--- config.mk ---
export PLATFORM = sky130hd
export DESIGN_NAME = uart_tx_fifo_flat
export DESIGN_NICKNAME = d
export VERILOG_FILES = /design/src/rtl/uart_tx_fifo_if.sv /design/src/rtl/uart_tx_fifo.sv /design/src/flat_wrapper.sv
export SDC_FILE = /design/constraint.sdc
export NUM_CORES = 1
export LEC_CHECK = 0
export CORE_UTILIZATION = 53
export DETAILED_ROUTE_END_ITERATION = 8
export PLACE_DENSITY = 0.77
export REMOVE_ABC_BUFFERS = 1
export SLEW_MARGIN = 20
export SYNTH_ARGS = -nofsm -noshare
export SYNTH_HDL_FRONTEND = slang
export SYNTH_SLANG_ARGS = --single-unit
--- constraint.sdc ---
create_clock -name clk_i -period 3.6 [get_ports clk_i]
set_input_delay 0.72 -clock clk_i [delete_from_list [all_inputs] [get_ports clk_i]]
set_output_delay 0.72 -clock clk_i [all_outputs]
set_load 0.02 [all_outputs]
--- src/rtl/uart_tx_fifo_if.sv ---
// Write-side bus of the UART transmitter: byte push handshake, FIFO flush
// and FIFO occupancy. The bus master drives bytes in; the transmitter
// reports back whether it can accept them.
interface uart_tx_fifo_if #(
  parameter int FIFO_DEPTH = 8
);
  localparam int LVL_W = $clog2(FIFO_DEPTH) + 1;

  logic [7:0]       wdata_i;
  logic             wvalid_i;
  logic             wready_o;
  logic             fifo_clr_i;
  logic [LVL_W-1:0] fifo_lvl_o;

  modport master (
    output wdata_i, wvalid_i, fifo_clr_i,
    input  wready_o, fifo_lvl_o
  );

  modport slave (
    input  wdata_i, wvalid_i, fifo_clr_i,
    output wready_o, fifo_lvl_o
  );
endinterface

--- src/rtl/uart_tx_fifo.sv ---
// UART transmitter with an internal byte FIFO. The frame format (5-8 data
// bits, optional even/odd parity, 1 or 2 stop bits) and the bit period are
// latched when a byte is popped and held for the whole frame. Frames follow
// each other with no idle gap while the FIFO holds data and tx_en_i is high.
module uart_tx_fifo #(
  parameter int FIFO_DEPTH = 8,
  parameter int CNT_W      = 16
) (
  input  logic             clk_i,
  input  logic             rst_ni,
  input  logic             tx_en_i,
  input  logic [CNT_W-1:0] clks_per_bit_i,
  input  logic [1:0]       nbits_i,
  input  logic             parity_en_i,
  input  logic             parity_odd_i,
  input  logic             stop2_i,
  uart_tx_fifo_if.slave    wr,
  output logic             tx_o,
  output logic             busy_o,
  output logic             done_o
);
  localparam int PTR_W = $clog2(FIFO_DEPTH);
  localparam int LVL_W = PTR_W + 1;
  localparam logic [LVL_W-1:0] FULL_LVL = LVL_W'(FIFO_DEPTH);

  typedef enum logic [2:0] {IDLE, START, DATA, PARITY, STOP} state_e;

  state_e state_q, state_d;

  // FIFO
  logic [7:0]       mem [FIFO_DEPTH];
  logic [PTR_W-1:0] wptr_q, rptr_q;
  logic [LVL_W-1:0] level_q;
  logic             wready, push, pop;

  // Frame latched at pop time
  logic [7:0]       data_q;
  logic [1:0]       nbits_q;
  logic             par_en_q, par_odd_q, stop2_q;
  logic [CNT_W-1:0] cpb_q;

  // Bit timing
  logic [CNT_W-1:0] cnt_q;
  logic [2:0]       bit_idx_q;
  logic             stop_idx_q;
  logic             tx_q, tx_d;

  logic             bit_end, last_data, last_stop, start_ok, parity_bit;
  logic [7:0]       data_mask;

  assign wready        = (level_q != FULL_LVL);
  assign wr.wready_o   = wready;
  assign wr.fifo_lvl_o = level_q;
  // A flush wins over a same-cycle push; a push while full is dropped.
  assign push          = wr.wvalid_i && wready && !wr.fifo_clr_i;

  assign bit_end    = (cnt_q == cpb_q - CNT_W'(1));
  assign last_data  = (bit_idx_q == ({1'b0, nbits_q} + 3'd4));
  assign last_stop  = !stop2_q || stop_idx_q;
  assign start_ok   = tx_en_i && (level_q != '0);
  assign data_mask  = 8'hFF >> (2'd3 - nbits_q);
  assign parity_bit = (^(data_q & data_mask)) ^ par_odd_q;

  assign tx_o   = tx_q;
  assign busy_o = (state_q != IDLE);

  // FIFO storage write port
  // NOTE: the storage array has no reset; the level and pointers alone decide which entries are valid.
  always_ff @(posedge clk_i) begin
    if (push) mem[wptr_q] <= wr.wdata_i;
  end

  // FIFO pointers and occupancy
  always_ff @(posedge clk_i or negedge rst_ni) begin
    if (!rst_ni) begin
      wptr_q  <= '0;
      rptr_q  <= '0;
      level_q <= '0;
    end else if (wr.fifo_clr_i) begin
      wptr_q  <= '0;
      rptr_q  <= '0;
      level_q <= '0;
    end else begin
      // NOTE: non-blocking assignments so every register samples pre-edge values.
      if (push) wptr_q <= wptr_q + PTR_W'(1);
      if (pop)  rptr_q <= rptr_q + PTR_W'(1);
      level_q <= level_q + LVL_W'(push) - LVL_W'(pop);
    end
  end

  // FSM state register
  always_ff @(posedge clk_i or negedge rst_ni) begin
    if (!rst_ni) state_q <= IDLE;
    else         state_q <= state_d;
  end

  // Next state, next line level, pop request and end-of-frame pulse
  always_comb begin
    // NOTE: defaults first so no path through the case leaves a signal unassigned (no latches).
    state_d = state_q;
    tx_d    = tx_q;
    pop     = 1'b0;
    done_o  = 1'b0;
    unique case (state_q)
      IDLE: begin
        if (start_ok) begin
          pop     = 1'b1;
          state_d = START;
          tx_d    = 1'b0;
        end
      end
      START: begin
        if (bit_end) begin
          state_d = DATA;
          tx_d    = data_q[0];
        end
      end
      DATA: begin
        if (bit_end) begin
          if (!last_data) begin
            tx_d = data_q[bit_idx_q + 3'd1];
          end else if (par_en_q) begin
            state_d = PARITY;
            tx_d    = parity_bit;
          end else begin
            state_d = STOP;
            tx_d    = 1'b1;
          end
        end
      end
      PARITY: begin
        if (bit_end) begin
          state_d = STOP;
          tx_d    = 1'b1;
        end
      end
      STOP: begin
        if (bit_end && last_stop) begin
          done_o = 1'b1;
          if (start_ok) begin
            pop     = 1'b1;
            state_d = START;
            tx_d    = 1'b0;
          end else begin
            state_d = IDLE;
          end
        end
      end
      default: state_d = IDLE;
    endcase
  end

  // Bit-period counter, bit indices, line register and frame latch
  always_ff @(posedge clk_i or negedge rst_ni) begin
    if (!rst_ni) begin
      cnt_q      <= '0;
      bit_idx_q  <= '0;
      stop_idx_q <= 1'b0;
      tx_q       <= 1'b1;
      data_q     <= '0;
      nbits_q    <= '0;
      par_en_q   <= 1'b0;
      par_odd_q  <= 1'b0;
      stop2_q    <= 1'b0;
      cpb_q      <= CNT_W'(1);
    end else begin
      tx_q  <= tx_d;
      cnt_q <= (state_q == IDLE || bit_end) ? '0 : cnt_q + CNT_W'(1);

      if (state_q != DATA) bit_idx_q <= '0;
      else if (bit_end)    bit_idx_q <= bit_idx_q + 3'd1;

      if (state_q != STOP) stop_idx_q <= 1'b0;
      else if (bit_end)    stop_idx_q <= ~stop_idx_q;

      if (pop) begin
        data_q    <= mem[rptr_q];
        nbits_q   <= nbits_i;
        par_en_q  <= parity_en_i;
        par_odd_q <= parity_odd_i;
        stop2_q   <= stop2_i;
        // A zero divider behaves as one clock per bit.
        cpb_q     <= (clks_per_bit_i == '0) ? CNT_W'(1) : clks_per_bit_i;
      end
    end
  end
endmodule

--- src/flat_wrapper.sv ---
// flat-port wrapper written by rule: the top's interface ports become plain ports
module uart_tx_fifo_flat 
#(
  parameter int FIFO_DEPTH = 8,
  parameter int CNT_W      = 16
)
  (clk_i, rst_ni, tx_en_i, clks_per_bit_i, nbits_i, parity_en_i, parity_odd_i, stop2_i, tx_o, busy_o, done_o, wr_wdata_i, wr_wvalid_i, wr_fifo_clr_i, wr_wready_o, wr_fifo_lvl_o);
  uart_tx_fifo_if #(.FIFO_DEPTH(FIFO_DEPTH)) wr_i ();
  input  logic clk_i;
  input  logic rst_ni;
  input  logic tx_en_i;
  input  logic [CNT_W-1:0] clks_per_bit_i;
  input  logic [1:0] nbits_i;
  input  logic parity_en_i;
  input  logic parity_odd_i;
  input  logic stop2_i;
  output logic tx_o;
  output logic busy_o;
  output logic done_o;
  input wire logic [$bits(wr_i.wdata_i)-1:0] wr_wdata_i;
  input wire logic [$bits(wr_i.wvalid_i)-1:0] wr_wvalid_i;
  input wire logic [$bits(wr_i.fifo_clr_i)-1:0] wr_fifo_clr_i;
  output wire logic [$bits(wr_i.wready_o)-1:0] wr_wready_o;
  output wire logic [$bits(wr_i.fifo_lvl_o)-1:0] wr_fifo_lvl_o;
  assign wr_i.wdata_i = wr_wdata_i;
  assign wr_i.wvalid_i = wr_wvalid_i;
  assign wr_i.fifo_clr_i = wr_fifo_clr_i;
  assign wr_wready_o = wr_i.wready_o;
  assign wr_fifo_lvl_o = wr_i.fifo_lvl_o;
  uart_tx_fifo #(.FIFO_DEPTH(FIFO_DEPTH), .CNT_W(CNT_W)) u_core (.clk_i(clk_i), .rst_ni(rst_ni), .tx_en_i(tx_en_i), .clks_per_bit_i(clks_per_bit_i), .nbits_i(nbits_i), .parity_en_i(parity_en_i), .parity_odd_i(parity_odd_i), .stop2_i(stop2_i), .wr(wr_i), .tx_o(tx_o), .busy_o(busy_o), .done_o(done_o));
endmodule
==> summary.txt, run 1 <==
Finish
  • Area growth from synthesis to layout: 24.12%
  • Fin util: roughly 67%
  • Final Non-Filler Cells: 726
  • Layout cells sized above 1: approximately a fifth
  • Nets@finish: about 600
  • Diodes inserted: 0
  • Post-Layout Inst Area: slightly below 8000 sq um

Logic synthesis
  • Synth Register Bits: 127
  • Largest family of logic cells by synthesized area: simple AND/OR/NAND/NOR gates
  • Post-synth EDFFs: 64
  • Area share of fa/ha/maj cells after synthesis: roughly 2.5%
  • Sequential share of the synthesized area: 56.47%
  • Distinct cells, synth: 57
  • Post-synthesis compound-gate area fraction: around 5.1%
  • Synth warnings: 0
  • Post-Synth XOR/XNOR Area: ~7%
  • Cell Area, Synth: slightly above 6000 sq um
  • Dominant synthesized flop cell: edfxtp_1
  • Async set or reset register ratio after synthesis: 49.61%
  • Mean Syn Cell Area: about 13 sq um
  • Post-Syn Instances: 490
  • Post-Synth Simple-Gate Area: roughly 14%
  • Portion of netlist area occupied by mux cells: around an eighth

STA
  • Worst Tran Pin Value: slightly below 0.8 ns
  • Clock skew: around 0.0099 ns
  • Final Hold Viols: 0
  • Final WS setup: -0.01720 ns
  • Setup violators final: 1
  • Fmax: 276.5 MHz
  • Min Clock Period, post-route: roughly 3.6 ns
  • Period utilisation layout: 100.5%
  • RSZ-0062 raised after global routing: yes
  • Max-slew violations: 0
  • Relative slew margins: approximately 47%

Placement
  • Placed instance area: 6955 sq um
  • Placer Congestion: roughly 0.9
  • Hpwl dp: roughly 9000 microns
  • IO buf count: 41
  • Dpl cells: between 600 and 700

Pwr
  • Logic pwr share: between 30% and 40%
  • Switching share of total power: ~32%
  • Leak pwr: a little under 0.003 uW
  • Switching pwr: between 1500 and 2000 uW
  • Power share of the clock group: roughly a third
  • Worst vdd ir: between 0.4 and 0.5 mV
  • PD cells: just over 700 nW/um^2
  • Internal power: between 3000 and 4000 uW
  • Flop pwr share: 36.6%

Die
  • Initial Util: a little over half
  • Die W: ~110 microns
  • Placeable core region: 11420 sq um
  • Die H: around 110 microns
  • Boundary pin count: 42
  • Rows: 39
  • Die ar.: ~12000 sq um

Clock tree
  • CTS tree: built
  • CTS Buffer Depth: 2
  • Hold_buf cts: 0
  • Clock root cell: clkbuf_16
  • CTS Buf Count: 17
  • Clock-pin slew on the worst setup and hold paths: approximately 0.060 ns
  • H-tree levels: 4
  • Clock sink count: approximately 130
  • Worst-skew pair later-pin latency: 0.43 ns

Global routing
  • GRT Resource Usage Total: ~24%
  • Largest net degree at the start of global routing: 32
  • Total gr overflow: 0
  • Initial antenna violation count: 0
  • Vias in the first global route: 4285
  • Global-route wire length before repair: between 20000 and 25000 microns

Worst setup path
  • Startpoint types: flop
  • FF-to-FF setup slack: -0.02 ns
  • Worst EP arrival: around 3.9 ns
  • Reg2Reg Depth: 14
  • CP Max Fanout: 2
  • CP Capture Type: flop
  • Required @ worst endpoint: 3.90 ns
  • CP most frequent cell: ha_4
  • Reg-to-reg startpoint: u_core.cpb_q[0]
  • WS Path Type: flop to flop
  • Max stage delay on crit path: 0.54 ns
  • CP max-delay cell: dfstp_2
  • Reg-to-reg endpoint: u_core.wr.fifo_lvl_o[1]
  • Worst path cell trace: inv_2, ha_4, xor2_1, o311ai_2, nor4b_2, o2111ai_1, buf_4, or4_4, a21oi_4, ha_4, inv_4, ha_4, fa_1, nor2b_4

Job
  • Max cap viols: 0

Routing
  • Routed len/inst: about 19 microns
  • DRC Markers: 0
  • Final wirelength: approximately 14000 microns
  • Via density: approximately 5.8
  • DR iter-0 viols: 223
  • Via Count: 4220
  • Routed Antenna Nets: 0
  • Drt first pass iters: 5

Status
  • Failing checks: setup timing
  • Run status: finished with violations

Worst hold path
  • Worst Hold Class: input port to async pin
## metal layers
metal | routed length [microns] | GRT usage, % | vias up
li1 | - | - | 1948
met1 | 5349 | 28.26 | 2093
met2 | 6926 | 41.47 | 144
met3 | 865 | 7.290 | 35
met4 | 387 | 11.84 | 0
met5 | 0 | 0 | -
## sequential cells by signal, indices dropped and copies added, names as in the netlist, 2 cells and up
register              count
u_core.nbits_q            2
u_core.rptr_q             3
u_core.cpb_q             16
u_core.mem               64
u_core.bit_idx_q          3
u_core.state_q            3
u_core.data_q             8
u_core.cnt_q             16
u_core.wptr_q             3
u_core.wr.fifo_lvl_o      4
## critical path: cells and delay by family, from the launching register on
kind | cells | cell delay, ns
AO/OA/AOI/OAI | 3 | 0.51
adder cells (fa/ha/maj) | 4 | 1.07
flip-flops | 1 | 0.54
buffers and inverters | 3 | 0.28
AND/OR/NAND/NOR | 3 | 0.94
XOR/XNOR | 1 | 0.16
## kinds of logic after synthesis
| family | after synthesis |
|---|---|
| adders and majority gates | 12 |
| xor gates and xnor gates | 49 |
| and+or+nand+nor | 172 |
| DFF | 127 |
| AOI/OAI and AO/OA | 44 |
| buffers and inverters | 35 |
| muxes | 51 |
## cell usage in the layout, fill, tap and decap left out, drive strengths merged, types with 11 or more instances in the layout
cell and n:
nor2 50, nand3 19, inv 25, xor2 19, buf 40, edfxtp 64
xnor2 30, clkdlybuf4s50 39, mux2 30, ha 11, clkbuf 18, dfrtp 61
nand2 48, mux4 18
## through the flow
stage	worst slack [ns]	power (uW)	setup TNS, ns	hold WS (ns)
after floorplan	-0.5454	3056	-1.731	0.4244
after global placement	-0.05888	3591	-0.06202	0.4723
after detailed placement	-0.08227	3653	-0.2837	0.4791
after CTS	-0.02675	5519	-0.05177	0.3244
after global routing	-0.1207	5861	-0.2942	0.3763
final	-0.01720	5567	-0.01720	0.3156
## final cells by class
class,instances,area [sq um]
repair buffers,79,691.9
well taps,143,178.9
inverters,17,66.31
flip-flops and latches,127,3501
clock inverters,14,191.4
multi-input cells,328,2626
clock buffers,18,439.2
fillers,809,3724
## how the worst max path moves through the flow
stage	from	endpoint	slack (ns)	depth (start not counted)
6_report	u_core.cpb_q[0]	u_core.wr.fifo_lvl_o[1]	-0.02	14
5_1_grt	u_core.cpb_q[0]	u_core.wr.fifo_lvl_o[1]	-0.12	14
4_1_cts	u_core.cpb_q[0]	done_o	-0.03	9
3_5_place_dp	u_core.cpb_q[0]	u_core.wr.fifo_lvl_o[3]	-0.08	16
3_3_place_gp	u_core.cpb_q[0]	done_o	-0.06	9
2_1_floorplan	u_core.cpb_q[0]	u_core.wr.fifo_lvl_o[1]	-0.55	13
## power by group through the flow
stage	registers, uW	clock network [uW]	logic (uW)
floorplan	2050	0	1010
global placement	2040	0	1550
detailed placement	2060	0	1590
CTS	2030	1860	1630
global route	2070	1910	1870
finish	2040	1830	1700
## timing repair
item,4_1_cts,5_1_grt
resized for setup,10,14
pin swaps,4,12
endpoints found under the setup margin,4,4
buffers inserted,1,2
## cells in the mapped netlist, types with 2 or more instances
| master | n | area [sq um] |
|---|---|---|
| edfxtp_1 | 64 | 1922 |
| dfrtp_1 | 61 | 1526 |
| nor2_1 | 50 | 187.7 |
| nand2_1 | 48 | 180.2 |
| xnor2_1 | 30 | 262.8 |
| mux2_1 | 28 | 315.3 |
| nand3_1 | 19 | 95.09 |
| xor2_1 | 19 | 166.4 |
| mux4_2 | 18 | 405.4 |
| inv_1 | 16 | 60.06 |
| clkbuf_1 | 13 | 48.80 |
| ha_1 | 11 | 137.6 |
| nor3_1 | 9 | 45.04 |
| nor4_1 | 9 | 56.30 |
| a21oi_1 | 8 | 40.04 |
| and3_1 | 7 | 43.79 |
| a211oi_1 | 5 | 37.54 |
| nand2b_1 | 5 | 31.28 |
| o21ai_0 | 5 | 25.02 |
| or3_1 | 5 | 31.28 |
| a21o_1 | 4 | 30.03 |
| nand4_1 | 4 | 25.02 |
| buf_6 | 3 | 33.78 |
| mux2i_1 | 3 | 30.03 |
| o31ai_1 | 3 | 22.52 |
| a311oi_1 | 2 | 17.52 |
| a41oi_1 | 2 | 17.52 |
| dfstp_2 | 2 | 52.55 |
| mux2_2 | 2 | 22.52 |
| nand4b_1 | 2 | 17.52 |
| nor2b_1 | 2 | 12.51 |
| nor3b_1 | 2 | 15.01 |
| nor4b_2 | 2 | 30.03 |
| o211ai_1 | 2 | 15.01 |
| o21a_1 | 2 | 15.01 |
| or4_1 | 2 | 15.01 |
Power figures use the tool's default switching activity.
==> run 2: changes to the inputs <==
- GPL_ROUTABILITY_DRIVEN: not set -> 0
==> summary.txt, run 2 (same netlist as run 1, synthesis figures left out) <==
Routing
  • Drt first pass iters: 4
  • DRC Markers: 0
  • Routed Antenna Nets: 0
  • Via density: between 5 and 6
  • DR iter-0 viols: around 230
  • Routed len/inst: between 15 and 20 microns
  • Via Count: around 4300
  • Final wirelength: between 10000 and 15000 microns

Finish
  • Final Non-Filler Cells: 721
  • Diodes inserted: 0
  • Layout cells sized above 1: 19.03%
  • Most frequent cells in the layout: edfxtp_1 (64), dfrtp_1 (61), nor2_1 (50)
  • Register with the most flip-flops: u_core.mem
  • Nets@finish: a little over 600
  • Fin util: about two thirds
  • Post-Layout Inst Area: 7609 sq um
  • Area growth from synthesis to layout: 22.72%
  • Fillers: 801
  • Multi-input gate area: 2648 sq um
  • Most common cell after layout, fill and taps aside: edfxtp_1
  • Biggest registers after layout: u_core.mem x64, u_core.cnt_q x16, u_core.cpb_q x16
  • FF/Latch Area: between 3000 and 4000 sq um
  • Max reg flops: 64

Status
  • Run status: finished with violations
  • Failing checks: setup timing

Global routing
  • Total gr overflow: 0
  • Vias in the first global route: 4465
  • Largest net degree at the start of global routing: 50
  • GRT Resource Usage Total: 24.08%
  • Initial antenna violation count: 0
  • Global-route wire length before repair: about 21000 microns

STA
  • Final Hold Viols: 0
  • Fin Setup TNS: -0.02755 ns
  • Min Clock Period, post-route: roughly 3.6 ns
  • Setup violators final: 1
  • Final WS setup: -0.02755 ns
  • Max-slew violations: 0
  • Relative slew margins: roughly 44%
  • Clock skew: between 0.006 and 0.007 ns
  • RSZ-0062 raised after global routing: yes
  • Period utilisation layout: 100.8%
  • Fmax: between 200 and 300 MHz
  • Worst Tran Pin Value: 0.8296 ns

Placement
  • Hpwl dp: about 8700 microns
  • IO buf count: 41
  • Place WS: -0.1411 ns
  • Placed instance area: 6910 sq um
  • Dpl cells: 685

Worst setup path
  • Worst Setup SP: u_core.cpb_q[0]
  • WS Path Type: flop to output pin
  • Reg-to-reg startpoint: u_core.cpb_q[0]
  • Delay-heaviest family, CP: simple AND/OR/NAND/NOR gates
  • Max stage delay on crit path: around 0.54 ns
  • Worst Path Buf+Inv: 2
  • Startpoint types: flop
  • CP Capture Type: output pin
  • Worst EP arrival: slightly below 3 ns
  • CP Max Fanout: 3
  • Worst path cell trace: inv_2, ha_4, xor2_2, o311ai_2, nor4b_2, o2111ai_2, or3_4, nor4_4, buf_4
  • CP max-delay cell: dfstp_2
  • Required @ worst endpoint: 2.88 ns
  • FF-to-FF setup slack: ~0.07 ns

Clock tree
  • Clock-pin slew on the worst setup and hold paths: 0.06 ns
  • Clock sink count: 127
  • Hold_buf cts: 0
  • H-tree levels: 4
  • CTS tree: built
  • CTS Buf Count: 17
  • CTS Buffer Depth: 2
  • Clock root cell: clkbuf_16
  • Worst-skew pair later-pin latency: roughly 0.41 ns

Pwr
  • Switching share of total power: 33.83%
  • Internal power: approximately 3600 uW
  • Flop pwr share: 37.8%
  • Logic pwr share: about a third
  • Worst vdd ir: ~0.47 mV
  • PD cells: slightly above 700 nW/um^2
  • Power share of the clock group: a little under a third
  • Switching pwr: approximately 1800 uW
  • Leak pwr: 0.002932 uW

Die
  • Placeable core region: approximately 11000 sq um
  • Boundary pin count: 42
  • Initial Util: ~54%
  • Rows: 39
  • Die W: 110.2 microns
  • Die H: 110.2 microns
  • Die ar.: between 10000 and 15000 sq um

Worst hold path
  • Worst Hold Class: input port to async pin

Job
  • Max cap viols: 0
## run 2: layer usage
metal  wire [microns]  vias up  GRT usage [%]
met5                0        -              0
met4              361        0          11.94
met3              740       39          5.879
met2             7008      156          41.56
met1             5508     2143          28.10
li1                 -     1938              -
## run 2: what timing repair did
action | in CTS | in global routing
pin swaps | 7 | 5
resized for setup | 13 | 13
endpoints found under the setup margin | 4 | 4
hold endpoints to repair | 0 | 0
buffers inserted | 2 | 2
## run 2: final cells by class
cell class | instances | share of cell area, %
Clock buffer | 18 | 5.641
Clock inverter | 14 | 1.776
Inverter | 17 | 0.8387
Multi-Input combinational cell | 328 | 34.80
Sequential cell | 127 | 46.01
Tap cell | 143 | 2.352
Timing Repair Buffer | 74 | 8.584
## run 2: power groups by stage
stage | clock, uW | combinational (uW) | sequential (uW)
after floorplan | 0 | 1010 | 2050
after global placement | 0 | 1500 | 2040
after detailed placement | 0 | 1560 | 2050
after CTS | 1650 | 1660 | 2040
after global routing | 1710 | 1860 | 2080
final | 1640 | 1730 | 2050
## run 2: path summary, 6_finish.rpt
kind	to	depth (start not counted)
min reg2reg	u_core.stop2_q	1
max	done_o	9
min in group clk_i	u_core.stop2_q	1
min	u_core.cpb_q[4]	1
max reg2reg	u_core.wr.fifo_lvl_o[1]	13
max in group asynchronous	u_core.wr.fifo_lvl_o[3]	2
## run 2: worst register-to-register path, delay by kind of cell (launching register included)
| family | cells | cell delay, ns |
|---|---|---|
| fa+ha+maj | 4 | 1.05 |
| simple gates | 3 | 0.92 |
| compound gates | 3 | 0.63 |
| flops | 1 | 0.54 |
| buf+inv | 3 | 0.26 |
## run 2: through the flow
stage          power, uW  hold WS (ns)
3_5_place_dp        3610        0.4844
4_1_cts             5353        0.5075
3_3_place_gp        3542        0.4741
5_1_grt             5647        0.3537
2_1_floorplan       3056        0.4244
6_report            5414        0.3105
==> run 3: changes to the inputs <==
- CORE_ASPECT_RATIO: not set -> 1.2
==> summary.txt, run 3 (same netlist as run 1, synthesis figures left out) <==
Finish
  • Nets@finish: 612
  • Most common cell after layout, fill and taps aside: edfxtp_1
  • Most frequent cells in the layout: edfxtp_1 (64), dfrtp_1 (61), nor2_1 (50)
  • Biggest registers after layout: u_core.mem x64, u_core.cnt_q x16, u_core.cpb_q x16
  • Layout cells sized above 1: roughly a fifth
  • Post-Layout Inst Area: around 7700 sq um
  • Max reg flops: 64
  • Register with the most flip-flops: u_core.mem
  • Final Non-Filler Cells: about 730
  • Diodes inserted: 0
  • Area growth from synthesis to layout: 23.87%

Pwr
  • Switching pwr: 1885 uW
  • Switching share of total power: 34.67%
  • Tot Pwr: roughly 5400 uW
  • Internal power: approximately 3600 uW
  • Leak pwr: 0.002940 uW
  • Worst vdd ir: between 0.7 and 0.8 mV
  • Power share of the clock group: between 30% and 40%
  • Flop pwr share: between 30% and 40%
  • Logic pwr share: a little under a third
  • PD cells: 708.0 nW/um^2

Global routing
  • GRT Resource Usage Total: around a quarter
  • Total gr overflow: 0
  • Initial antenna violation count: 0
  • Global-route wire length before repair: roughly 22000 microns
  • Vias in the first global route: around 4300
  • Largest net degree at the start of global routing: between 40 and 50

STA
  • Fin Setup TNS: 0 ns
  • Period utilisation layout: a little over nine tenths
  • Fmax: roughly 280 MHz
  • Relative slew margins: between 30% and 40%
  • Final Hold Viols: 0
  • Clock skew: about 0.012 ns
  • Min Clock Period, post-route: 3.557 ns
  • Worst Tran Pin Value: approximately 0.93 ns
  • Setup violators final: 0
  • Final hold slack: approximately 0.44 ns
  • Max-slew violations: 0
  • RSZ-0062 raised after global routing: yes

Die
  • Initial Util: 55.39%
  • Rows: 42
  • Die W: a little over 100 microns
  • Die H: 120.5 microns
  • Placeable core region: ~11000 sq um
  • Boundary pin count: 42
  • Die ar.: about 12000 sq um

Worst setup path
  • Delay-heaviest family, CP: simple AND/OR/NAND/NOR gates
  • Reg-to-reg startpoint: u_core.cpb_q[0]
  • WS Path Type: flop to output pin
  • Worst EP arrival: about 2.8 ns
  • Startpoint types: flop
  • CP max-delay cell: dfstp_2
  • CP Capture Type: output pin
  • Max stage delay on crit path: 0.54 ns
  • Reg2Reg Depth: 14
  • Reg-to-reg endpoint: u_core.wr.fifo_lvl_o[1]
  • CP Max Fanout: 2
  • Worst path cell trace: inv_2, ha_4, xor2_2, o311ai_2, nor4b_2, o2111ai_2, or3_1, nor4_2, buf_4
  • Required @ worst endpoint: approximately 2.9 ns
  • Worst Path Buf+Inv: 2
  • FF-to-FF setup slack: about 0.09 ns

Worst hold path
  • Worst Hold Class: input port to async pin

Placement
  • IO buf count: around 40
  • Dpl cells: 696
  • Placed instance area: 6924 sq um
  • Hpwl dp: about 9100 microns

Clock tree
  • Clock root cell: clkbuf_16
  • H-tree levels: 4
  • CTS tree: built
  • Clock-pin slew on the worst setup and hold paths: about 0.060 ns
  • CTS Buf Count: 17
  • Hold_buf cts: 0
  • CTS Buffer Depth: 2
  • Worst-skew pair later-pin latency: about 0.42 ns
  • Clock sink count: between 100 and 150

Routing
  • DRC Markers: 0
  • Via Count: ~4200
  • Final wirelength: between 10000 and 15000 microns
  • Routed len/inst: ~19 microns
  • DR iter-0 viols: approximately 220
  • Drt first pass iters: 6
  • Routed Antenna Nets: 0
  • Via density: 5.774

Status
  • Run status: complete, no violations

Job
  • Max cap viols: 0
==> run 3: power by group through the flow <==
stage	Clock, uW	Sequential [uW]	Combinational, uW
global route	1760	2080	1900
global placement	0	2040	1500
finish	1660	2040	1730
detailed placement	0	2060	1560
floorplan	0	2050	1010
CTS	1690	2030	1610
==> run 3: how the worst max path moves through the flow <==
stage / startpoint / slack, ns / to / depth (start not counted)
after floorplan: u_core.cpb_q[0] / -0.55 / u_core.wr.fifo_lvl_o[1] / 13
after global placement: u_core.cpb_q[0] / -0.03 / done_o / 9
after detailed placement: u_core.cpb_q[0] / -0.09 / done_o / 9
after CTS: u_core.cpb_q[0] / -0.02 / done_o / 9
after global routing: u_core.cpb_q[0] / -0.07 / done_o / 9
final: u_core.cpb_q[0] / 0.04 / done_o / 9
==> run 3: area by class of cell <==
type | instances | area (sq um)
inverter | 17 | 63.81
fill | 747 | 3513
sequential | 127 | 3501
timing repair buffer | 75 | 669.4
clock buffer | 17 | 425.4
multi-input combinational | 328 | 2668
clock inverter | 15 | 160.2
tap | 154 | 192.7
==> run 3: per-stage QoR <==
stage                     utilization [%]  setup slack [ns]
final                               68.61           0.04251
after global routing                68.61          -0.07480
after detailed placement            61.86          -0.09308
after global placement              61.86          -0.03409
after CTS                           67.33          -0.01550
after floorplan                         -           -0.5454
==> run 3: worst reg2reg max path, delay by kind of cell (launching register included) <==
family / cells / cell delay, ns
buffers and inverters: 3 / 0.28
xor gates and xnor gates: 1 / 0.18
DFF: 1 / 0.54
adders and majority gates: 4 / 1.00
AOI/OAI and AO/OA: 3 / 0.52
and+or+nand+nor: 3 / 0.88
==> run 3: metal layers <==
layer	wire length (microns)	track usage (%)	share of wire, %	vias up
li1	-	-	-	1953
met1	5505	29.05	40	2128
met2	7296	43.15	53	128
met3	652	5.954	4.8	23
met4	261	8.243	1.9	0
met5	0	0	0	-
==> run 3: timing repair <==
action                                  4_1_cts  5_1_grt
endpoints found under the setup margin        4        4
buffers inserted                              0        5
resized for setup                            11       20
pin swaps                                     6       15
